--- src/rtl/aeolus_multicycle_core.sv ---
// Aeolus multicycle accumulator core: FETCH/DECODE/EXEC FSM with branches, halt, C/Z flags and in/out handshakes.
// Optional single-step gating of FETCH via macro AEOLUS_SINGLE_STEP_EN (adds input port 'step').
module aeolus_multicycle_core #(
    parameter int unsigned DATA_WIDTH  = 8,
    parameter int unsigned ADDR_WIDTH  = 5,
    parameter int unsigned INSTR_WIDTH = 4 + ADDR_WIDTH
) (
    input  logic                   clk,
    input  logic                   reset,
`ifdef AEOLUS_SINGLE_STEP_EN
    input  logic                   step,
`endif
    output logic [ADDR_WIDTH-1:0]  instrAddr,
    input  logic [INSTR_WIDTH-1:0] instrData,
    input  logic [DATA_WIDTH-1:0]  inData,
    input  logic                   inValid,
    output logic                   inReady,
    output logic [DATA_WIDTH-1:0]  outData,
    output logic                   outValid,
    input  logic                   outReady,
    output logic                   halted
);

    typedef enum logic [2:0] {
        S_FETCH,
        S_DECODE,
        S_EXEC,
        S_WAIT_IN,
        S_WAIT_OUT,
        S_HALT
    } state_e;

    typedef enum logic [3:0] {
        OP_NOP = 4'h0, OP_LDA = 4'h1, OP_LDB = 4'h2, OP_LDI = 4'h3,
        OP_ADD = 4'h4, OP_SUB = 4'h5, OP_AND = 4'h6, OP_OR  = 4'h7,
        OP_XOR = 4'h8, OP_INV = 4'h9, OP_LSH = 4'hA, OP_RSH = 4'hB,
        OP_OUT = 4'hC, OP_JMP = 4'hD, OP_JNZ = 4'hE, OP_HLT = 4'hF
    } op_e;

    state_e                  state;
    state_e                  state_next;
    logic [ADDR_WIDTH-1:0]   pc;
    logic [INSTR_WIDTH-1:0]  ir;
    logic [DATA_WIDTH-1:0]   a;
    logic [DATA_WIDTH-1:0]   b;
    logic [DATA_WIDTH-1:0]   acc;
    logic [DATA_WIDTH-1:0]   o;
    logic                    z;
    logic                    c;

    op_e                     opcode;
    logic [ADDR_WIDTH-1:0]   operand;
    logic                    step_ok;
    logic [DATA_WIDTH:0]     sum;
    logic [DATA_WIDTH-1:0]   alu_res;
    logic                    alu_c;
    logic                    alu_we;
    logic                    c_we;

    assign opcode  = op_e'(ir[INSTR_WIDTH-1:ADDR_WIDTH]);
    assign operand = ir[ADDR_WIDTH-1:0];
    assign sum     = {1'b0, a} + {1'b0, b};

`ifdef AEOLUS_SINGLE_STEP_EN
    assign step_ok = step;
`else
    assign step_ok = 1'b1;
`endif

    always_ff @(posedge clk) begin
        if (reset) begin
            state <= S_FETCH;
        end else begin
            state <= state_next;
        end
    end

    always_comb begin
        state_next = state;
        case (state)
            S_FETCH:    if (step_ok) state_next = S_DECODE;
            S_DECODE:   state_next = S_EXEC;
            S_EXEC: begin
                case (opcode)
                    OP_LDA, OP_LDB: state_next = S_WAIT_IN;
                    OP_OUT:         state_next = S_WAIT_OUT;
                    OP_HLT:         state_next = S_HALT;
                    default:        state_next = S_FETCH;
                endcase
            end
            S_WAIT_IN:  if (inValid) state_next = S_FETCH;
            S_WAIT_OUT: if (outReady) state_next = S_FETCH;
            S_HALT:     state_next = S_HALT;
            default:    state_next = S_FETCH;
        endcase
    end

    always_comb begin
        instrAddr = pc;
        outData   = o;
        inReady   = (state == S_WAIT_IN);
        outValid  = (state == S_WAIT_OUT);
        halted    = (state == S_HALT);
    end

    // ALU result and flag-write enables; C is only written by ADD/SUB/LSH/RSH.
    always_comb begin
        alu_res = acc;
        alu_c   = c;
        alu_we  = 1'b1;
        c_we    = 1'b0;
        case (opcode)
            OP_LDI: alu_res = DATA_WIDTH'(operand);
            OP_ADD: begin
                alu_res = sum[DATA_WIDTH-1:0];
                alu_c   = sum[DATA_WIDTH];
                c_we    = 1'b1;
            end
            OP_SUB: begin
                alu_res = a - b;
                alu_c   = (a < b);
                c_we    = 1'b1;
            end
            OP_AND: alu_res = a & b;
            OP_OR:  alu_res = a | b;
            OP_XOR: alu_res = a ^ b;
            OP_INV: alu_res = ~a;
            OP_LSH: begin
                alu_res = acc << 1;
                alu_c   = acc[DATA_WIDTH-1];
                c_we    = 1'b1;
            end
            OP_RSH: begin
                alu_res = acc >> 1;
                alu_c   = acc[0];
                c_we    = 1'b1;
            end
            default: alu_we = 1'b0;
        endcase
    end

    always_ff @(posedge clk) begin
        if (reset) begin
            pc  <= '0;
            ir  <= '0;
            a   <= '0;
            b   <= '0;
            acc <= '0;
            o   <= '0;
            z   <= 1'b0;
            c   <= 1'b0;
        end else begin
            case (state)
                S_DECODE: begin
                    ir <= instrData;
                    pc <= pc + ADDR_WIDTH'(1);
                end
                S_EXEC: begin
                    if (alu_we) begin
                        acc <= alu_res;
                        z   <= (alu_res == '0);
                    end
                    if (c_we) c <= alu_c;
                    if (opcode == OP_OUT) o <= acc;
                    if (opcode == OP_JMP || (opcode == OP_JNZ && !z)) pc <= operand;
                end
                S_WAIT_IN: begin
                    if (inValid) begin
                        if (opcode == OP_LDB) b <= inData;
                        else                  a <= inData;
                    end
                end
                default: ;
            endcase
        end
    end

endmodule

--- config.mk ---
export PLATFORM = sky130hd
export DESIGN_NAME = aeolus_multicycle_core
export DESIGN_NICKNAME = d
export VERILOG_FILES = /design/src/rtl/aeolus_multicycle_core.sv
export SDC_FILE = /design/constraint.sdc
export NUM_CORES = 1
export LEC_CHECK = 0
export ABC_AREA = 1
export BUFFER_PORTS_ARGS = -buffer_cell sky130_fd_sc_hd__buf_2
export CAP_MARGIN = 40
export CORE_UTILIZATION = 50
export CTS_BUF_LIST = sky130_fd_sc_hd__clkbuf_4 sky130_fd_sc_hd__clkbuf_8 sky130_fd_sc_hd__clkbuf_16
export DETAILED_ROUTE_END_ITERATION = 10
export GPL_TIMING_DRIVEN = 0
export MAX_ROUTING_LAYER = met4
export PLACE_DENSITY = 0.7
export SYNTH_ARGS = -nofsm -noshare
export SYNTH_HDL_FRONTEND = slang
export SYNTH_SLANG_ARGS = --single-unit
export TNS_END_PERCENT = 20
--- constraint.sdc ---
create_clock -name clk -period 3.4 [get_ports clk]
set_input_delay 0.85 -clock clk [delete_from_list [all_inputs] [get_ports clk]]
set_output_delay 0.85 -clock clk [all_outputs]
set_load 0.01 [all_outputs]
# Word level (Yosys, flattened, before mapping)
# Index checks and enable logic that the tools add are counted.
[op_classes]
n_eq_ne = 23
bitwise = 5
n_reduce_logical = 14
mux = 8
n_addsub = 3
[op_table]
columns = ["operator", "n"]
rows = [
  ["8-bit case mux with 9 select lines", 1],
  ["4-bit equality test, second input constant", 8],
  ["3-bit case mux with 6 select lines", 1],
  ["4-bit by 3-bit equality test with 1-bit output, second input constant", 4],
  ["5-bit case mux with 2 select lines", 1],
  ["3-bit case mux with 3 select lines", 1],
  ["9-bit OR reduction", 1],
  ["8-bit adder", 1],
  ["8-bit bitwise AND", 1],
  ["4-bit by 2-bit equality test with 1-bit output, second input constant", 2],
  ["8-bit zero test", 1],
  ["8-bit NOT", 1],
  ["8-bit OR", 1],
  ["2-bit AND reduction", 4],
  ["8-bit subtractor", 1],
  ["8-bit XOR", 1],
  ["3-bit by 2-bit equality test with 1-bit output, second input constant", 2],
  ["3-bit equality test, second input constant", 2],
  ["3-bit two-way mux", 2],
  ["3-bit AND reduction", 2],
  ["5-bit by 1-bit adder with 5-bit output, second input constant", 1],
  ["5-bit two-way mux", 1],
  ["4-bit by 1-bit equality test with 1-bit output, second input constant", 1],
  ["2-bit inequality test, second input constant", 2],
  ["other kinds (10)", 10],
]
[word_totals]
ff_bits = 50
word_cells = 61
out_inout_bits = 16

# Longest topological paths before layout
[logic_depth]
depth_word = 5
mapped_depth = 19
ltp_nobuf = 19

# Least setup slack after synthesis
# No wires, ideal clock.
[synth_path]
kind = "register to register"
from = "register ir[7]"
to = "register z"
slack_ns = 1.030
arrival_ns = 2.300
n_path_buf = 0
setup_ns = 0.070
synth_period_minus_slack_ns = 2.370
stages_incl_launch_ff = 17
t_required_ns = 3.330
cell_sequence = "dfxtp_1 -> inv_1 -> nor2_2 -> nand2_4 -> nand2_1 -> xor2_1 -> ha_1 -> or2_2 -> nand3_1 -> nand2_1 -> nor2_1 -> nand2_1 -> nor2_1 -> nand2_1 -> nor2_1 -> nand4_1 -> a21oi_1"
[synth_via]
elab_chain_len = 4
elab_cells_between_ends = 14
[synth_lines]
columns = ["item", "line_no", "text"]
rows = [
  ["start: declaration", "43", "logic [INSTR_WIDTH-1:0] ir;"],
  ["start signal: assignment", "155", "ir <= instrData;"],
  ["branches (longest 4 deep; another with 8-bit case mux with 9 select lines)", "n/a", ""],
  ["end signal: assignment", "161", "z <= (alu_res == '0);"],
  ["end: declaration", "48", "logic z;"],
]
# Parallel ways; which one is timed is not known.
# A chain may end at the register's enable or synchronous reset.

# Worst setup path after layout
# Same ends and word-level chain as after synthesis.

==> flow_summary.toml <==
[sta]
fmax_ghz = 0.338
period_needed_ps = 2960
rsz0062_at_grt = "no"
min_period_over_period = 0.871
finalSetupTns_ps = 0
finalSetupViolCount = 0
hold_viol = 0
tightest_slew_ps = 604
slew_headroom = 0.597
finalClockSkew_ps = 3.54
report.final.slew_viol_count = 0

[logic_synthesis]
synthesis.area_per_instance_sq_um = 6.51
syn_nets = 558
synth-seq-cells = 50
yosysSeqAreaShare = 0.301
synth_warnings = 0
syn_inst = 511
synth_area_sq_um = 3330
synth_cell_types = 29

[global_route]
antenna_found_initial = 0
grt_max_degree = 15
gr-total-overflow = 0
grt_first_pass_wirelength_um = 14400
grt.total_usage = 0.263
grt_pass1_vias = 3049

[hold_path]
hold_path_end = "z"
whs_path_depth = 2
hold_start = "z"
min_path_type = "reg -> reg"

[floorplan]
dieArea_sq_um = 6980
start_util = 0.521
die_h_um = 83.6
io_pins = 37
die_w_um = 83.6
rows = 29
fp.coreArea_sq_um = 6390

[clock_tree]
cts_root_buffer = "clkbuf_8"
ctsLongestPathBuffers = 2
cts_sinks = 50
cts_resized = 0
htree_num_levels = 2
cts_setup_buffers = 0
cts_hold_buf = 0
clk_latency_ps = 310
path_clk_slew_ps = 90
cts_tree = "built"
tritoncts.num_buffers = 5

[flow_run]
maxCapViolations = 0

[layout]
n_antenna_cell = 0
syn_to_final_growth_pct = 10.7
finalInstanceArea_sq_um = 3680
final_util = 0.576
num-fill-cells = 661
drive_gt1_frac = 0.116
final_nets = 600
final_cells = 630

[placement]
numPlacedInstances = 623
dp_hpwl_um = 6860
dpl_cell_area_sq_um = 3600
portBuffers = 35
gp_congestion = 0.934

[routing]
vias = 3392
drt-total-wl_um = 8740
avgViaCountPerCell = 5.38
drc = 0
ant_nets = 0
drt_iter0_drc = 201
first_pass_iters = 5
wl_per_cell_um = 13.9

[critical_path]
endpoint_kind = "register"
start_kind = "register"
cp.required_ps = 3640
rr_worst_depth = 16
r2r_slack_ps = 440
cp_data_arrival_time_ps = 3200
r2r-end = "z"
path_max_fanout = 9
setup.worst_path.class = "reg -> reg"
r2r_start = "ir[7]"

[power]
internal-power_mw = 0.926
seq_power_share = 0.461
powerDensity_nw_per_um2 = 399
p_leak_nw = 1.90
combPwrFrac = 0.298
clockPowerShare = 0.241
switchingPower_mw = 0.543
swShare = 0.370
max-vdd-ir-drop_mv = 0.318

[outcome]
status = "complete, no violations"
==> critical path, stage by stage, from the launching register on <==
cell and delay, ps:
dfxtp_1 410, inv_1 120, nor2_2 320, nand2_4 150, o21ai_0 310, fa_1 240, inv_1 70, or2_2 270
nand3_1 90, nand2_1 50, nor2_1 120, nand2_1 70, nor2_1 120, nand2_1 80, nor2_1 120, nand4_1 180
a21oi_1 170
==> metrics by stage <==
step	setup slack [ps]	hold slack (ps)	total power [mW]
6_report	439	481	1.47
5_1_grt	113	506	1.55
4_1_cts	481	476	1.47
3_5_place_dp	515	461	1.12
3_3_place_gp	505	457	1.11
2_1_floorplan	1030	439	1.00
==> sequential cells by signal, summed over array words and instances, names as in the netlist <==
register   flops
z              1
state          3
acc            8
instrAddr      5
outData        8
ir             9
a              8
b              8
==> routing by layer <==
layer,part of all wire,up-vias,GRT usage,wire length [um]
met5,0,-,-,0
met2,0.47,94,0.420,4080
met4,0.019,0,0.0847,163
met3,0.045,15,0.0376,394
li1,-,1741,-,-
met1,0.47,1542,0.344,4100
==> power groups by stage <==
stage                     clock, mW  sequential (mW)  combinational [mW]
after floorplan                   0            0.684               0.317
after global placement            0            0.688               0.424
after detailed placement          0            0.690               0.432
after CTS                     0.361            0.676               0.434
after global routing          0.377            0.684               0.493
final                         0.355            0.677               0.438
==> cell families (layout without fill, tap and decap cells) <==
kind of cell | count (synthesis) | count (layout) | synth area share
AND/OR/NAND/NOR | 239 | 239 | 0.315
adder cells (fa/ha/maj) | 26 | 26 | 0.100
XOR/XNOR | 8 | 8 | 0.0211
flip-flops | 50 | 50 | 0.301
AO/OA/AOI/OAI | 103 | 103 | 0.164
buffers and inverters | 85 | 127 | 0.0986
==> worst max-delay path by stage <==
stage | start | end | slack, ps | depth (start not counted)
floorplan | ir[7] | z | 1030 | 16
global placement | ir[7] | z | 510 | 16
detailed placement | ir[7] | z | 520 | 16
CTS | ir[7] | z | 480 | 16
global route | ir[7] | z | 110 | 16
finish | ir[7] | z | 440 | 16
==> synth_stat cells <==
master    count  area, sq um
nand2_1     107          402
inv_1        71          267
nor2_1       60          225
o21ai_0      51          255
dfxtp_1      50         1000
nand3_1      43          215
a21oi_1      40          200
ha_1         25          313
xor2_1        8         70.1
clkbuf_1      7         26.3
nand4_1       7         43.8
nor3_1        6         30.0
buf_2         5         25.0
or2_2         5         31.3
o211ai_1      4         30.0
nor2_2        3         18.8
o31ai_1       3         22.5
a211oi_1      2         15.0
nand2_2       2         12.5
nand2_4       2         22.5
nand3_2       2         20.0
a21o_1        1         7.51
a31oi_1       1         6.26
fa_1          1         20.0
inv_2         1         3.75
inv_4         1         6.26
nand3b_1      1         7.51
nor2_8        1         20.0
o311ai_0      1         8.76
==> cells in the final DEF, fill, tap and decap left out <==
cell	synthesis	layout
xor2_1	8	8
o211ai_1	4	4
nor2_2	3	3
clkbuf_8	0	5
nand4_1	7	7
clkbuf_4	0	1
o21ai_0	51	51
nand3_2	2	2
clkinvlp_4	0	1
clkbuf_1	7	7
or2_2	5	5
nor2_1	60	60
dfxtp_1	50	50
inv_1	71	71
buf_2	5	40
fa_1	1	1
a21o_1	1	1
a21oi_1	40	40
nand2_2	2	2
nor3_1	6	6
nand3b_1	1	1
nor2_8	1	1
nand2_1	107	107
inv_4	1	1
a211oi_1	2	2
inv_2	1	1
a31oi_1	1	1
nand3_1	43	43
nand2_4	2	2
o31ai_1	3	3
ha_1	25	25
o311ai_0	1	1
==> area by class of cell <==
class | instances | area (sq um) | area share
multi-input cells | 376 | 2000 | 0.542
flip-flops and latches | 50 | 1000 | 0.272
inverters | 73 | 277 | 0.0751
repair buffers | 35 | 175 | 0.0476
well taps | 77 | 96.3 | 0.0262
clock buffers | 6 | 76.3 | 0.0207
plain buffers | 12 | 51.3 | 0.0139
clock inverters | 1 | 7.51 | 0.00204
Note: power is estimated with default switching activity, not from simulation.
